$ cat config.mk
export PLATFORM = sky130hd
export DESIGN_NAME = instr_fetch_unit
export DESIGN_NICKNAME = d
export VERILOG_FILES = /design/src/rtl/rv_pkg.sv /design/src/rtl/fetch_fifo.sv /design/src/rtl/instr_fetch_unit.sv
export SDC_FILE = /design/constraint.sdc
export NUM_CORES = 1
export LEC_CHECK = 0
export ABC_AREA = 1
export CAP_MARGIN = 20
export CORE_MARGIN = 5
export CORE_UTILIZATION = 35
export CTS_BUF_LIST = sky130_fd_sc_hd__clkbuf_4 sky130_fd_sc_hd__clkbuf_8
export CTS_CLUSTER_SIZE = 12
export DETAILED_ROUTE_END_ITERATION = 10
export GPL_ROUTABILITY_DRIVEN = 1
export SLEW_MARGIN = 20
export SYNTH_ARGS = -nofsm -noshare
export SYNTH_HDL_FRONTEND = slang
export SYNTH_HIERARCHICAL = 1
export SYNTH_SLANG_ARGS = --single-unit
$ cat constraint.sdc
create_clock -name clk -period 19.3 [get_ports clk]
set_input_delay 3.86 -clock clk [delete_from_list [all_inputs] [get_ports clk]]
set_output_delay 3.86 -clock clk [all_outputs]
set_load 0.03 [all_outputs]
$ cat src/rtl/rv_pkg.sv
// Shared constants for the fetch front end: RV32 opcodes, reset PC, FSM encodings.
package rv_pkg;

    // RV32I major opcodes (instr[6:0])
    localparam logic [6:0] LOAD   = 7'h03;
    localparam logic [6:0] STORE  = 7'h23;
    localparam logic [6:0] R_TYPE = 7'h33;
    localparam logic [6:0] I_TYPE = 7'h13;
    localparam logic [6:0] B_TYPE = 7'h63;
    localparam logic [6:0] JAL    = 7'h6F;
    localparam logic [6:0] JALR   = 7'h67;

    localparam logic [31:0] RESET_PC_DEF = 32'h0000_0000;

    // Fetch FSM encodings
    localparam logic [1:0] IDLE = 2'd0;  // no request on the bus
    localparam logic [1:0] REQ  = 2'd1;  // request held until rvalid
    localparam logic [1:0] DROP = 2'd2;  // request abandoned by a redirect, swallow its response

endpackage

$ cat src/rtl/fetch_fifo.sv
// Small synchronous FIFO of {pc, instr} pairs. Flush wins over push/pop.
// Head outputs read zero while empty so downstream sees clean fields.
module fetch_fifo #(
    parameter int unsigned DW    = 32,
    parameter int unsigned AW    = 32,
    parameter int unsigned DEPTH = 2,
    localparam int unsigned PTR_W = $clog2(DEPTH),
    localparam int unsigned CNT_W = PTR_W + 1
) (
    input  logic             clk,
    input  logic             rst,
    input  logic             flush_i,
    input  logic             push_i,
    input  logic [AW-1:0]    push_pc_i,
    input  logic [DW-1:0]    push_instr_i,
    input  logic             pop_i,
    output logic             empty_o,
    output logic [CNT_W-1:0] count_o,
    output logic [AW-1:0]    head_pc_o,
    output logic [DW-1:0]    head_instr_o
);

    logic [DW-1:0]    instr_q [DEPTH];
    logic [AW-1:0]    pc_q    [DEPTH];
    logic [PTR_W-1:0] wr_ptr_q, rd_ptr_q;
    logic [CNT_W-1:0] count_q;
    logic             do_push, do_pop;

    assign empty_o = (count_q == '0);
    assign count_o = count_q;
    // A push into a full FIFO is only legal when the head leaves the same cycle.
    assign do_pop  = pop_i && !empty_o;
    assign do_push = push_i && ((count_q < CNT_W'(DEPTH)) || do_pop);

    assign head_pc_o    = empty_o ? '0 : pc_q[rd_ptr_q];
    assign head_instr_o = empty_o ? '0 : instr_q[rd_ptr_q];

    // Storage write; contents need no reset because the head is gated by empty.
    always_ff @(posedge clk) begin
        if (do_push && !flush_i) begin
            instr_q[wr_ptr_q] <= push_instr_i;
            pc_q[wr_ptr_q]    <= push_pc_i;
        end
    end

    // Pointer and occupancy bookkeeping; DEPTH is a power of two so pointers wrap naturally.
    always_ff @(posedge clk or posedge rst) begin
        if (rst) begin
            wr_ptr_q <= '0;
            rd_ptr_q <= '0;
            count_q  <= '0;
        end else if (flush_i) begin
            wr_ptr_q <= '0;
            rd_ptr_q <= '0;
            count_q  <= '0;
        end else begin
            if (do_push) wr_ptr_q <= wr_ptr_q + PTR_W'(1);
            if (do_pop)  rd_ptr_q <= rd_ptr_q + PTR_W'(1);
            count_q <= count_q + CNT_W'(do_push) - CNT_W'(do_pop);
        end
    end

endmodule

$ cat src/rtl/instr_fetch_unit.sv
// Instruction fetch: PC register, single-outstanding req/rvalid handshake to
// instruction memory, a small instruction buffer, and decoder field slicing.
module instr_fetch_unit
    import rv_pkg::*;
#(
    parameter int unsigned           DATA_WIDTH = 32,
    parameter int unsigned           ADDR_WIDTH = 32,
    parameter logic [ADDR_WIDTH-1:0] RESET_PC   = ADDR_WIDTH'(RESET_PC_DEF),
    parameter int unsigned           FIFO_DEPTH = 2
) (
    input  logic                  clk,
    input  logic                  rst,
    input  logic                  en,
    output logic                  imem_req,
    output logic [ADDR_WIDTH-1:0] imem_addr,
    input  logic                  imem_rvalid,
    input  logic [DATA_WIDTH-1:0] imem_rdata,
    input  logic                  redirect,
    input  logic [ADDR_WIDTH-1:0] redirect_pc,
    output logic                  instr_valid,
    input  logic                  instr_ready,
    output logic [DATA_WIDTH-1:0] instr,
    output logic [ADDR_WIDTH-1:0] instr_pc,
    output logic [6:0]            op,
    output logic [2:0]            funct3,
    output logic                  funct7
);

    localparam int unsigned CNT_W = $clog2(FIFO_DEPTH) + 1;

    logic [1:0]            state_q, state_d;
    logic [ADDR_WIDTH-1:0] fetch_pc_q, fetch_pc_d;
    logic                  fifo_empty;
    logic [CNT_W-1:0]      fifo_cnt;
    logic                  push, pop, room;
    logic [CNT_W:0]        cnt_after;

    // Only a live (non-abandoned) response is buffered; a redirect discards it.
    assign push = (state_q == REQ) && imem_rvalid && !redirect;
    assign pop  = instr_valid && instr_ready;

    // Occupancy after this cycle's push/pop decides whether another request may go out.
    assign cnt_after = {1'b0, fifo_cnt} + (CNT_W+1)'(push) - (CNT_W+1)'(pop);
    assign room      = cnt_after < (CNT_W+1)'(FIFO_DEPTH);

    assign imem_req    = (state_q == REQ);
    assign imem_addr   = fetch_pc_q;
    assign instr_valid = en && !fifo_empty;
    assign op          = instr[6:0];
    assign funct3      = instr[14:12];
    assign funct7      = instr[30];

    fetch_fifo #(
        .DW    (DATA_WIDTH),
        .AW    (ADDR_WIDTH),
        .DEPTH (FIFO_DEPTH)
    ) u_fifo (
        .clk          (clk),
        .rst          (rst),
        .flush_i      (redirect),
        .push_i       (push),
        .push_pc_i    (fetch_pc_q),
        .push_instr_i (imem_rdata),
        .pop_i        (pop),
        .empty_o      (fifo_empty),
        .count_o      (fifo_cnt),
        .head_pc_o    (instr_pc),
        .head_instr_o (instr)
    );

    // Next-state and next-PC: one request in flight, redirect always retargets the PC.
    always_comb begin
        state_d    = state_q;
        fetch_pc_d = fetch_pc_q;
        case (state_q)
            IDLE: begin
                if (en && room && !redirect) state_d = REQ;
            end
            REQ: begin
                if (redirect) begin
                    // Response already here -> simply drop it; otherwise wait it out.
                    state_d = imem_rvalid ? IDLE : DROP;
                end else if (imem_rvalid) begin
                    fetch_pc_d = fetch_pc_q + ADDR_WIDTH'(4);
                    state_d    = (en && room) ? REQ : IDLE;
                end
            end
            DROP: begin
                if (imem_rvalid) state_d = IDLE;
            end
            default: state_d = IDLE;
        endcase
        if (redirect) fetch_pc_d = redirect_pc & ~ADDR_WIDTH'(3);
    end

    // FSM state and fetch PC registers.
    always_ff @(posedge clk or posedge rst) begin
        if (rst) begin
            state_q    <= IDLE;
            fetch_pc_q <= RESET_PC;
        end else begin
            state_q    <= state_d;
            fetch_pc_q <= fetch_pc_d;
        end
    end

endmodule

==> reports/metrics.cfg <==
[run_status]
status=completed

[synthesis]
synth-seq-cells=164
synth_common_cells=nand2_1 (263), edfxtp_1 (128), a21oi_1 (56)
synth_seq_area_share_pct=61.8
synth_compound_area_share_pct=7.10
yosys-top-cells-area=edfxtp_1 (50%), nand2_1 (13%), dfrtp_1 (12%)
synth_flop_cell=edfxtp_1
yosysMostFrequentCell=nand2_1
synth-edff-count=128
yosys_warnings=6
synthCells=756
postSynthAreaPerCell_um2=10.2
synthArstFlopShare_pct=22.0
synthXorXnorAreaFrac_pct=0.798
muxShareOfSynthArea_pct=0
synth.largest_area_cell=edfxtp_1
syn_area_mm2=0.00768
synth_top_family_by_area=simple AND/OR/NAND/NOR gates
synthAdderAreaFrac_pct=0.912
synth_top_area_share_pct=50.0
synth.distinct_cells=36
synth-simple-area-share_pct=22.7

[clock_network]
cts_hold_buf=0
cts_buffer_depth=2
clk_pin_slew_ns=0.08
cts-root-buf=clkbuf_8
cts-buffers-inserted=17
tritoncts=yes
cts_resized=0
insertion_delay_ns=0.46
htree_levels=4
post_cts_buffers=0
cts.sinks=164

[finish]
fin_cells=1214
drive_gt1_share_pct=9.86
area_delta_synth_final_pct=29.7
layout.nets=996

[global_route]
grt.total_usage_pct=16.0
grt_pass1_vias=5531
grt_max_degree=68
grt_overflow=0
grt_antenna_before_repair=1
grt_pass1_wl_mm=30.7

[setup_path]
worstPathMaxFanout=2
crit_family=buffers and inverters
r2r_cells=8
path_class=in -> out
rr_startpoint=u_fifo/count_o[1]
crit_path_frequent_cell=clkdlybuf4s50_1
cp_data_arrival_time_ns=5.17
cp_cell_sequence=clkdlybuf4s50_1 -> inv_1 -> nor2_1 -> clkdlybuf4s50_1
slowest_delay_ns=0.68
critPathSlowestCell=clkdlybuf4s50_1
critPathRequiredTime_ns=15.44
cp-end-kind=primary output
ff2ff_setup_slack_ns=16.04
r2r-end=u_fifo/instr_q[0][17]
path_buf_inv=3
crit_path_start_kind=input port

[timing]
fmax_ghz=0.111
fin_crit_ns=9.03
slew_headroom_pct=37.5
setup_violations=0
drv_slew=0
worst_pin_slew_ns=0.937
fin_skew_ns=0.0188
hold_viol=0
timing.final.crit_share_pct=46.8
tns_ns=0
rsz0062_at_grt=no

[place]
place_congestion=0.839
portBuffers=174
hpwl_mm=12.8
dp_cells=1182

[route]
vias=5617
drtPass1Iterations=4
viasPerCell=4.63
drcViolationCount=0
wl_per_cell_um=16.1
antenna_left=0
drt_iter0_markers=277
wirelength_mm=19.5

[floorplan]
start_util_pct=35.4
placementRows=54
die_w_um=158
design.core.area_mm2=0.0217
dieArea_mm2=0.0250
dieHeight_um=158
io_pins=179

[min_path]
hold-path-endpoint=u_fifo/wr_ptr_q
hold_start=u_fifo/wr_ptr_q
hold_path.class=reg -> reg
holdPathStages=2

[pwr]
p_leak_nw=3.79
p_per_area_mw_per_mm2=92.5
ir_drop_mv=0.0396

[flow_run]
drv_cap=0

[report_power, final]
group          total [W]  switching, W  internal [W]
logic           0.000225      0.000140     0.0000849
clock network   0.000260      0.000129      0.000131
registers       0.000436     0.0000280      0.000408
total           0.000922      0.000297      0.000624
[logic make-up (layout without fill, tap and decap cells)]
| group | after synthesis | in the layout |
|---|---|---|
| fa+ha+maj | 5 | 5 |
| flops | 164 | 164 |
| simple gates | 395 | 395 |
| buf+inv | 93 | 265 |
| compound gates | 91 | 91 |
| other cells | 1 | 7 |
| xor+xnor | 7 | 7 |
[routing by layer]
metal  wire length (um)  vias to the layer above  global-route usage, %
met4                279                        0                   4.75
met3               1050                       20                   3.47
met1               8780                     2638                   21.4
li1                   -                     2818                      -
met5                  0                        -                      0
met2               9420                      141                   26.3
[how the worst max path moves through the flow]
stage,cells past startpoint,startpoint,slack [ns],endpoint
CTS,4,en,10.25,instr_valid
global route,4,en,10.18,instr_valid
detailed placement,4,en,10.26,instr_valid
floorplan,5,redirect,9.91,u_fifo/instr_q[1][0]
finish,4,en,10.27,instr_valid
global placement,4,en,10.27,instr_valid
[area by class of cell]
type	instances	area (um^2)
Multi-Input combinational cell	504	2450
Tap cell	280	350
Fill cell	2086	11700
Timing Repair Buffer	182	1800
Clock inverter	12	159
Sequential cell	164	4750
Clock buffer	19	249
Antenna cell	1	2.50
Inverter	52	200
[stage by stage]
| stage | hold slack [ns] | area (um^2) | setup WS (ns) | power (W) | utilization [%] |
|---|---|---|---|---|---|
| after floorplan | 0.469 | 7700 | 9.91 | 0.000578 | - |
| after global placement | 0.486 | 9550 | 10.27 | 0.000670 | 44.0 |
| after global routing | 0.566 | 9960 | 10.18 | 0.000967 | 45.9 |
| after detailed placement | 0.509 | 9550 | 10.26 | 0.000673 | 44.0 |
| final | 0.530 | 9960 | 10.27 | 0.000922 | 45.9 |
| after CTS | 0.529 | 9960 | 10.25 | 0.000934 | 45.9 |
[layout by cell type (no fill, tap or decap), types with 6 or more instances in the layout]
| cell | instances |
|---|---|
| clkdlybuf4s50_1 | 174 |
| nor2_1 | 51 |
| conb_1 | 6 |
| nor2_4 | 11 |
| nand2_1 | 263 |
| buf_4 | 8 |
| inv_1 | 44 |
| dfrtp_1 | 35 |
| clkbuf_8 | 17 |
| nand3_1 | 49 |
| a21oi_2 | 18 |
| a21oi_1 | 56 |
| edfxtp_1 | 128 |
| inv_2 | 7 |
[tightest hold or removal path: cells and delay by family, from the launching register on]
kind             cells  cell delay [ns]
flip-flops           1             0.36
AND/OR/NAND/NOR      2             0.14
[flip-flops by register name, summed over array words and instances, names as in the netlist]
register         cells
u_fifo/rd_ptr_q      1
imem_addr           30
u_fifo/wr_ptr_q      1
u_fifo/instr_q      64
u_fifo/count_o       2
u_fifo/pc_q         64
state_q              2
(Power assumes the default switching activity.)
